## src/rtl/x_switch.sv

```systemverilog
`default_nettype none
// ============================================================================
//  Module      : x_switch
//  Description : 4x4 packet crossbar. Address-matched routing, rotating-start
//                arbitration per destination, FWFT destination FIFOs.
//                Optional macro XSWITCH_RR_ARB_EN enables round-robin priority.
//  Revision    : 1.0 - initial release
// ============================================================================
module x_switch #(
    parameter int N      = 4,
    parameter int AW     = 8,
    parameter int DW     = 8,
    parameter int DEPTH  = 8,
    parameter int AE_LVL = 2,
    parameter int AF_LVL = 6
) (
    input  logic                  clk,
    input  logic                  reset,
    input  logic [N*AW-1:0]       addr_in,
    input  logic [N*DW-1:0]       data_in,
    input  logic [N-1:0]          wr_en,
    output logic [N-1:0]          data_rcv,
    output logic [N*AW-1:0]       addr_out,
    output logic [N*DW-1:0]       data_out,
    input  logic [N-1:0]          rd_en,
    output logic [N-1:0]          data_rdy,
    output logic [N-1:0]          fifo_empty,
    output logic [N-1:0]          fifo_ae,
    output logic [N-1:0]          fifo_af,
    output logic [N-1:0]          fifo_full,
    input  logic                  prio_wr,
    input  logic [1:0]            prio_val,
    input  logic [N-1:0]          port_en,
    input  logic                  port_wr,
    input  logic [1:0]            port_sel,
    input  logic [AW-1:0]         port_addr
);

    localparam int IW = 2;
    localparam int PW = $clog2(DEPTH);
    localparam int CW = $clog2(DEPTH + 1);
    localparam int EW = AW + DW;

    logic [AW-1:0]  r_paddr [N];
    logic [IW-1:0]  r_prio;
    logic [N-1:0]   r_rcv;

    logic [N-1:0]   w_hit;
    logic [IW-1:0]  w_dst   [N];
    logic [N-1:0]   w_push;
    logic [N-1:0]   w_pop;
    logic [N-1:0]   w_gnt;
    logic [IW-1:0]  w_win   [N];
    logic [EW-1:0]  w_wdata [N];
    logic [IW-1:0]  w_s;
    logic [N-1:0]   w_full;
    logic [N-1:0]   w_empty;

    // Lowest-index port whose address register matches wins the route.
    always_comb begin
        for (int i = 0; i < N; i++) begin
            w_hit[i] = 1'b0;
            w_dst[i] = '0;
            for (int j = N - 1; j >= 0; j--) begin
                if (r_paddr[j] == addr_in[i*AW +: AW]) begin
                    w_hit[i] = 1'b1;
                    w_dst[i] = IW'(j);
                end
            end
        end
    end

    // Per destination: scan sources from r_prio upward; descending loop so the
    // nearest candidate in search order is the last assignment.
    always_comb begin
        w_push = '0;
        w_gnt  = '0;
        w_s    = '0;
        for (int j = 0; j < N; j++) begin
            w_win[j]   = '0;
            w_wdata[j] = '0;
            for (int k = N - 1; k >= 0; k--) begin
                w_s = r_prio + IW'(k);
                if (wr_en[w_s] && w_hit[w_s] && (w_dst[w_s] == IW'(j)) &&
                    port_en[j] && !w_full[j]) begin
                    w_push[j] = 1'b1;
                    w_win[j]  = w_s;
                end
            end
            for (int i = 0; i < N; i++) begin
                if (w_win[j] == IW'(i)) begin
                    w_wdata[j] = {r_paddr[i], data_in[i*DW +: DW]};
                end
            end
            if (w_push[j]) begin
                w_gnt[w_win[j]] = 1'b1;
            end
        end
    end

`ifdef XSWITCH_RR_ARB_EN
    logic          w_rr_any;
    logic [IW-1:0] w_rr_next;
    logic [IW-1:0] w_rr_t;

    always_comb begin
        w_rr_any  = 1'b0;
        w_rr_next = r_prio;
        w_rr_t    = '0;
        for (int k = 0; k < N; k++) begin
            w_rr_t = r_prio + IW'(k);
            if (w_gnt[w_rr_t]) begin
                w_rr_any  = 1'b1;
                w_rr_next = w_rr_t + IW'(1);
            end
        end
    end
`endif

    assign w_pop    = rd_en & ~w_empty;
    assign data_rcv = r_rcv;

    always_ff @(posedge clk) begin
        if (!reset) begin
            r_prio <= '0;
            r_rcv  <= '0;
            for (int j = 0; j < N; j++) begin
                r_paddr[j] <= AW'(j);
            end
        end else begin
            r_rcv <= w_gnt;
            if (prio_wr) begin
                r_prio <= prio_val;
            end
`ifdef XSWITCH_RR_ARB_EN
            else if (w_rr_any) begin
                r_prio <= w_rr_next;
            end
`endif
            if (port_wr) begin
                r_paddr[port_sel] <= port_addr;
            end
        end
    end

    generate
        for (genvar j = 0; j < N; j++) begin : g_fifo
            logic [EW-1:0] r_mem [DEPTH];
            logic [PW-1:0] r_wptr;
            logic [PW-1:0] r_rptr;
            logic [CW-1:0] r_cnt;
            logic [EW-1:0] w_head;

            // Storage is not reset; the count alone decides what is valid.
            always_ff @(posedge clk) begin
                if (w_push[j]) begin
                    r_mem[r_wptr] <= w_wdata[j];
                end
            end

            always_ff @(posedge clk) begin
                if (!reset) begin
                    r_wptr <= '0;
                    r_rptr <= '0;
                    r_cnt  <= '0;
                end else begin
                    if (w_push[j]) begin
                        r_wptr <= (r_wptr == PW'(DEPTH - 1)) ? '0 : r_wptr + PW'(1);
                    end
                    if (w_pop[j]) begin
                        r_rptr <= (r_rptr == PW'(DEPTH - 1)) ? '0 : r_rptr + PW'(1);
                    end
                    case ({w_push[j], w_pop[j]})
                        2'b10:   r_cnt <= r_cnt + CW'(1);
                        2'b01:   r_cnt <= r_cnt - CW'(1);
                        default: r_cnt <= r_cnt;
                    endcase
                end
            end

            assign w_head        = r_mem[r_rptr];
            assign w_empty[j]    = (r_cnt == '0);
            assign w_full[j]     = (r_cnt == CW'(DEPTH));
            assign fifo_empty[j] = w_empty[j];
            assign fifo_full[j]  = w_full[j];
            assign fifo_ae[j]    = (r_cnt <= CW'(AE_LVL));
            assign fifo_af[j]    = (r_cnt >= CW'(AF_LVL));
            assign data_rdy[j]   = ~w_empty[j];
            assign data_out[j*DW +: DW] = w_empty[j] ? '0 : w_head[DW-1:0];
            assign addr_out[j*AW +: AW] = w_empty[j] ? '0 : w_head[EW-1:DW];
        end
    endgenerate

endmodule
`default_nettype wire

```

## config.mk

```make
export PLATFORM = sky130hd
export DESIGN_NAME = x_switch
export DESIGN_NICKNAME = d
export VERILOG_FILES = /design/src/rtl/x_switch.sv
export SDC_FILE = /design/constraint.sdc
export NUM_CORES = 1
export LEC_CHECK = 0
export CAP_MARGIN = 20
export CORE_ASPECT_RATIO = 2
export CORE_MARGIN = 8
export CORE_UTILIZATION = 40
export DETAILED_ROUTE_END_ITERATION = 10
export GPL_ROUTABILITY_DRIVEN = 0
export SLEW_MARGIN = 5
export SYNTH_ARGS = -nofsm -noshare
export SYNTH_HDL_FRONTEND = slang
export SYNTH_SLANG_ARGS = --single-unit
```

## constraint.sdc

```tcl
create_clock -name clk -period 5.85 [get_ports clk]
set_input_delay 0.8775 -clock clk [delete_from_list [all_inputs] [get_ports clk]]
set_output_delay 0.8775 -clock clk [all_outputs]
set_load 0.1 [all_outputs]
```

==> results.md <==
Yosys:
- The number of nets handed over by synthesis was between 1.5k and 2k.
- In this run the cell area of the synthesized design comes to approximately 28000 sq um.
- During synthesis, Yosys emitted a total of 0 warnings.
- The number of unique standard cell types used by synthesis is 75.
- By area the synthesized netlist is led by edfxtp_1, mux4_2, mux2i_1, dfxtp_1, xnor2_1.
- In the synthesized netlist, the cells that appear most often are edfxtp_1, mux2i_1, mux4_2, nor2_1, xnor2_1.
- Synthesis inferred between 600 and 700 register bits.
- The share of async-settable or async-resettable flops after synthesis is 0%.
- Each instance of the synthesized netlist takes up on average roughly 16 sq um.
- Counting every instance in the synthesized netlist gives 1804.
- Among all flip-flop cells after synthesis, the most frequent one is edfxtp_1.
- The proportion of synthesized chip area in sequential cells is between 60% and 70%.
- In this run, synthesis inferred between 500 and 600 flip-flops with an integrated enable.
- The biggest area contributor in the post-synthesis netlist is edfxtp_1.
- The most common cell in the netlist is edfxtp_1.
- In this run the biggest area consumer among cell types represents 57.4% of the synthesized area.

Clock network:
- The quantity of hold-fixing buffers added after cts is 0.
- The H-tree was split into 2 levels.
- The total of cells resized after clock tree synthesis is 0.
- For the worst-skew pair, the clock arrives at the later sink with an insertion delay of 0.61 ns.
- The clock tree from TritonCTS is built.
- Counting the buffers created by CTS gives 51.
- For this design, the sink count on the clock tree is 602.
- Post-CTS timing repair inserted 0 buffers for setup.
- The maximum buffer depth of the clock tree is 3.
- The cell at the root of the clock tree is clkbuf_16.
- The clock transition time at the flip-flop clock pins of the worst setup and hold paths is ~0.070 ns.

STA:
- Setup repair after global routing left no endpoint under its margin.
- The final-report hold violation count is 0.
- Derived from the worst setup path, the maximum achievable clock frequency is between 0.15 and 0.2 GHz.
- The post-route minimum period is 5.26 ns.
- In the final timing run, aggregate negative setup slack is 0 ns.
- The final setup violation count is 0.
- The remaining max-slew budget at the tightest pin is roughly 27%.
- The transition at the pin with the smallest max-transition slack is 1.06 ns.
- The total count of max-transition violations in the final report is 0.
- The post-route fraction of the period consumed by the critical path is roughly nine tenths.
- The worst hold-check slack is ~0.53 ns.
- In the post-route analysis, the smallest setup slack over all paths is 0.588 ns.
- For the final database, setup skew stands at approximately 0.015 ns.

Placed design:
- The post-placement cell area is 32300 sq um.
- The number of instances in the placed design is around 3k.
- The count of buffers added on input and output ports is approximately 180.
- The post-placement setup slack is -0.00387 ns.
- The half-perimeter wire length after detailed placement is roughly 55000 um.

Detailed routing:
- After detailed routing, the number of remaining DRC violations is 0.
- Using the TritonRoute via totals, the vias-per-cell ratio works out to ~5.6.
- The post-route antenna net violation count is 0.
- The detailed router finished its first iteration with 997 violations.
- The total number of vias is roughly 17k.
- The average wire per standard cell is between 20 and 30 um.
- The first detailed-routing pass took 5 iterations.
- The total wire length after detailed routing is approximately 77000 um.

Floorplanning:
- Measured along the x axis, the die boundary spans about 200 um.
- After floorplanning, the core was sized to cover between 70000 and 80000 sq um.
- The initial utilization of the core area, before any placement, comes to 40.3%.
- The floorplan step defined a die boundary enclosing slightly above 80000 sq um.
- The die outline height is between 300 and 400 um.
- In this run the core area contains roughly 140 standard-cell rows.
- The number of placed I/O pins is 180.

Pwr:
- In this run switching power makes up between 20% and 30% of total power.
- The fraction of power consumed by combinational cells is a little under a fifth.
- The net switching power figure is 3.01 mW.
- The internal power of the cells totals 7.22 mW.
- The peak supply drop is approximately 0.45 mV.
- Registers are responsible for ~50% of the overall power.
- The clock network burns between 30% and 40% of the power.
- Power comes to 10.2 mW.
- The leakage dissipation is about 11 nW.
- The ratio of total power to cell area is about 300 nW/um^2.

Global route:
- The total overflow left after global routing is 0.
- Entering global routing, the biggest net connects 46 pins.
- The first global-routing pass estimated approximately 110000 um of wire.
- The number of global-route vias before repair came to about 18k.
- The number of antenna violations at the first check in global routing is 4.
- For this run, the total global-route usage over all layers was measured as 19.0%.

Finish:
- The non-filler instance count after layout is 3025.
- The core occupancy in the finished layout is roughly half.
- The ratio of cells with drive above 1 in the final layout is around a fifth.
- The area growth from synthesis to layout is 19.3%.
- After the last flow step, the layout net total stands at about 2.2k.
- With fillers left out, the area of the finished cells amounts to 34000 sq um.
- The filler cells instantiated in the layout total ~6k.

Worst setup path:
- At the worst endpoint, the required time is roughly 6 ns.
- The type of destination of the critical path is a flip-flop.
- The startpoint type of the worst setup path is an input port.
- The data arrival at the endpoint of the critical path is 5.54 ns.
- The critical setup path kind is input port to flip-flop.
- Along the worst path, the maximum fanout reaches 15.

Run:
- Across the run, the number of max-cap violations was 0.

Status:
- The run finished with clean final reports.

Hold path:
- The tightest min-delay check is of the flip-flop to flip-flop type.
[routing by layer]
metal | track usage (%) | vias up | share of wire, %
li1 | - | 7555 | -
met1 | 22.0 | 8689 | 38
met2 | 34.2 | 514 | 53
met3 | 3.22 | 159 | 5.4
met4 | 7.48 | 6 | 3.8
met5 | 0 | - | 0.053
[layout make-up]
type / instances / area (sq um) / area share [%]
diodes: 3 / 7.51 / 0.0221
inverters: 25 / 93.8 / 0.276
well taps: 910 / 1140 / 3.35
multi-input cells: 1067 / 10600 / 31.3
clock buffers: 64 / 1400 / 4.11
repair buffers: 323 / 2950 / 8.67
flip-flops and latches: 602 / 17500 / 51.5
clock inverters: 31 / 251 / 0.740
[power groups by stage]
| stage | clock (mW) | sequential [mW] | combinational (mW) |
|---|---|---|---|
| 2_1_floorplan | 0 | 4.92 | 1.43 |
| 4_1_cts | 3.44 | 4.97 | 1.91 |
| 6_report | 3.37 | 4.97 | 1.89 |
| 5_1_grt | 3.58 | 4.98 | 1.99 |
| 3_5_place_dp | 0 | 5.07 | 1.91 |
| 3_3_place_gp | 0 | 5.06 | 1.88 |
[cell families after synthesis]
family	synth area share (%)
buffers and inverters	2.32
AOI/OAI and AO/OA	3.00
xor gates and xnor gates	4.31
DFF	61.4
muxes	20.6
adders and majority gates	1.51
and+or+nand+nor	6.83
[sequential cells by signal, summed over array words and instances (netlist names), named ones only]
name	cells
g_fifo.r_mem	512
r_paddr	32
g_fifo.r_cnt	16
g_fifo.r_rptr	12
g_fifo.r_wptr	12
data_rcv	4
r_prio	2
[cells in the final DEF, fill, tap and decap left out, types with 9 or more instances in the layout]
cell and count:
edfxtp_1 544, mux2i_1 279, clkdlybuf4s50_1 179, buf_4 138, mux4_2 135, nor2_1 133
xnor2_1 84, xor2_1 56, clkbuf_16 53, dfxtp_1 50, nand2_1 37, a21oi_1 33
and2_1 28, ha_1 28, nand4_1 20, inv_1 19, nor3_1 19, nand2b_1 15
nor4b_2 13, nor4_2 13, o21ai_0 13, nor4_1 12, a211oi_1 11, clkinv_2 11
clkinv_1 9, or3_1 9, a21o_1 9
[worst max-delay path, stage by stage]
cell             delay, ns
clkdlybuf4s50_1       0.51
xor2_1                0.20
nor4_2                0.50
and2_1                0.22
o41ai_2               0.08
buf_4                 0.16
mux4_2                0.51
and4bb_1              0.33
a21boi_4              0.18
and3b_1               0.18
o21a_1                0.18
o41a_2                0.51
buf_4                 0.23
mux2i_1               0.14
mux2i_1               0.72
[worst paths after layout]
| kind | from | end | slack (ns) | depth (start not counted) |
|---|---|---|---|---|
| worst max-delay path | addr_in[6] | g_fifo[3].r_mem[1][14] | 0.59 | 15 |
| worst min-delay path | g_fifo[3].r_cnt[3] | g_fifo[3].r_cnt[3] | 0.53 | 2 |
| worst max register to register | r_paddr[2][6] | g_fifo[3].r_mem[1][14] | 0.63 | 14 |
| worst min register to register | g_fifo[3].r_cnt[3] | g_fifo[3].r_cnt[3] | 0.53 | 2 |
Power figures use the tool's default switching activity.
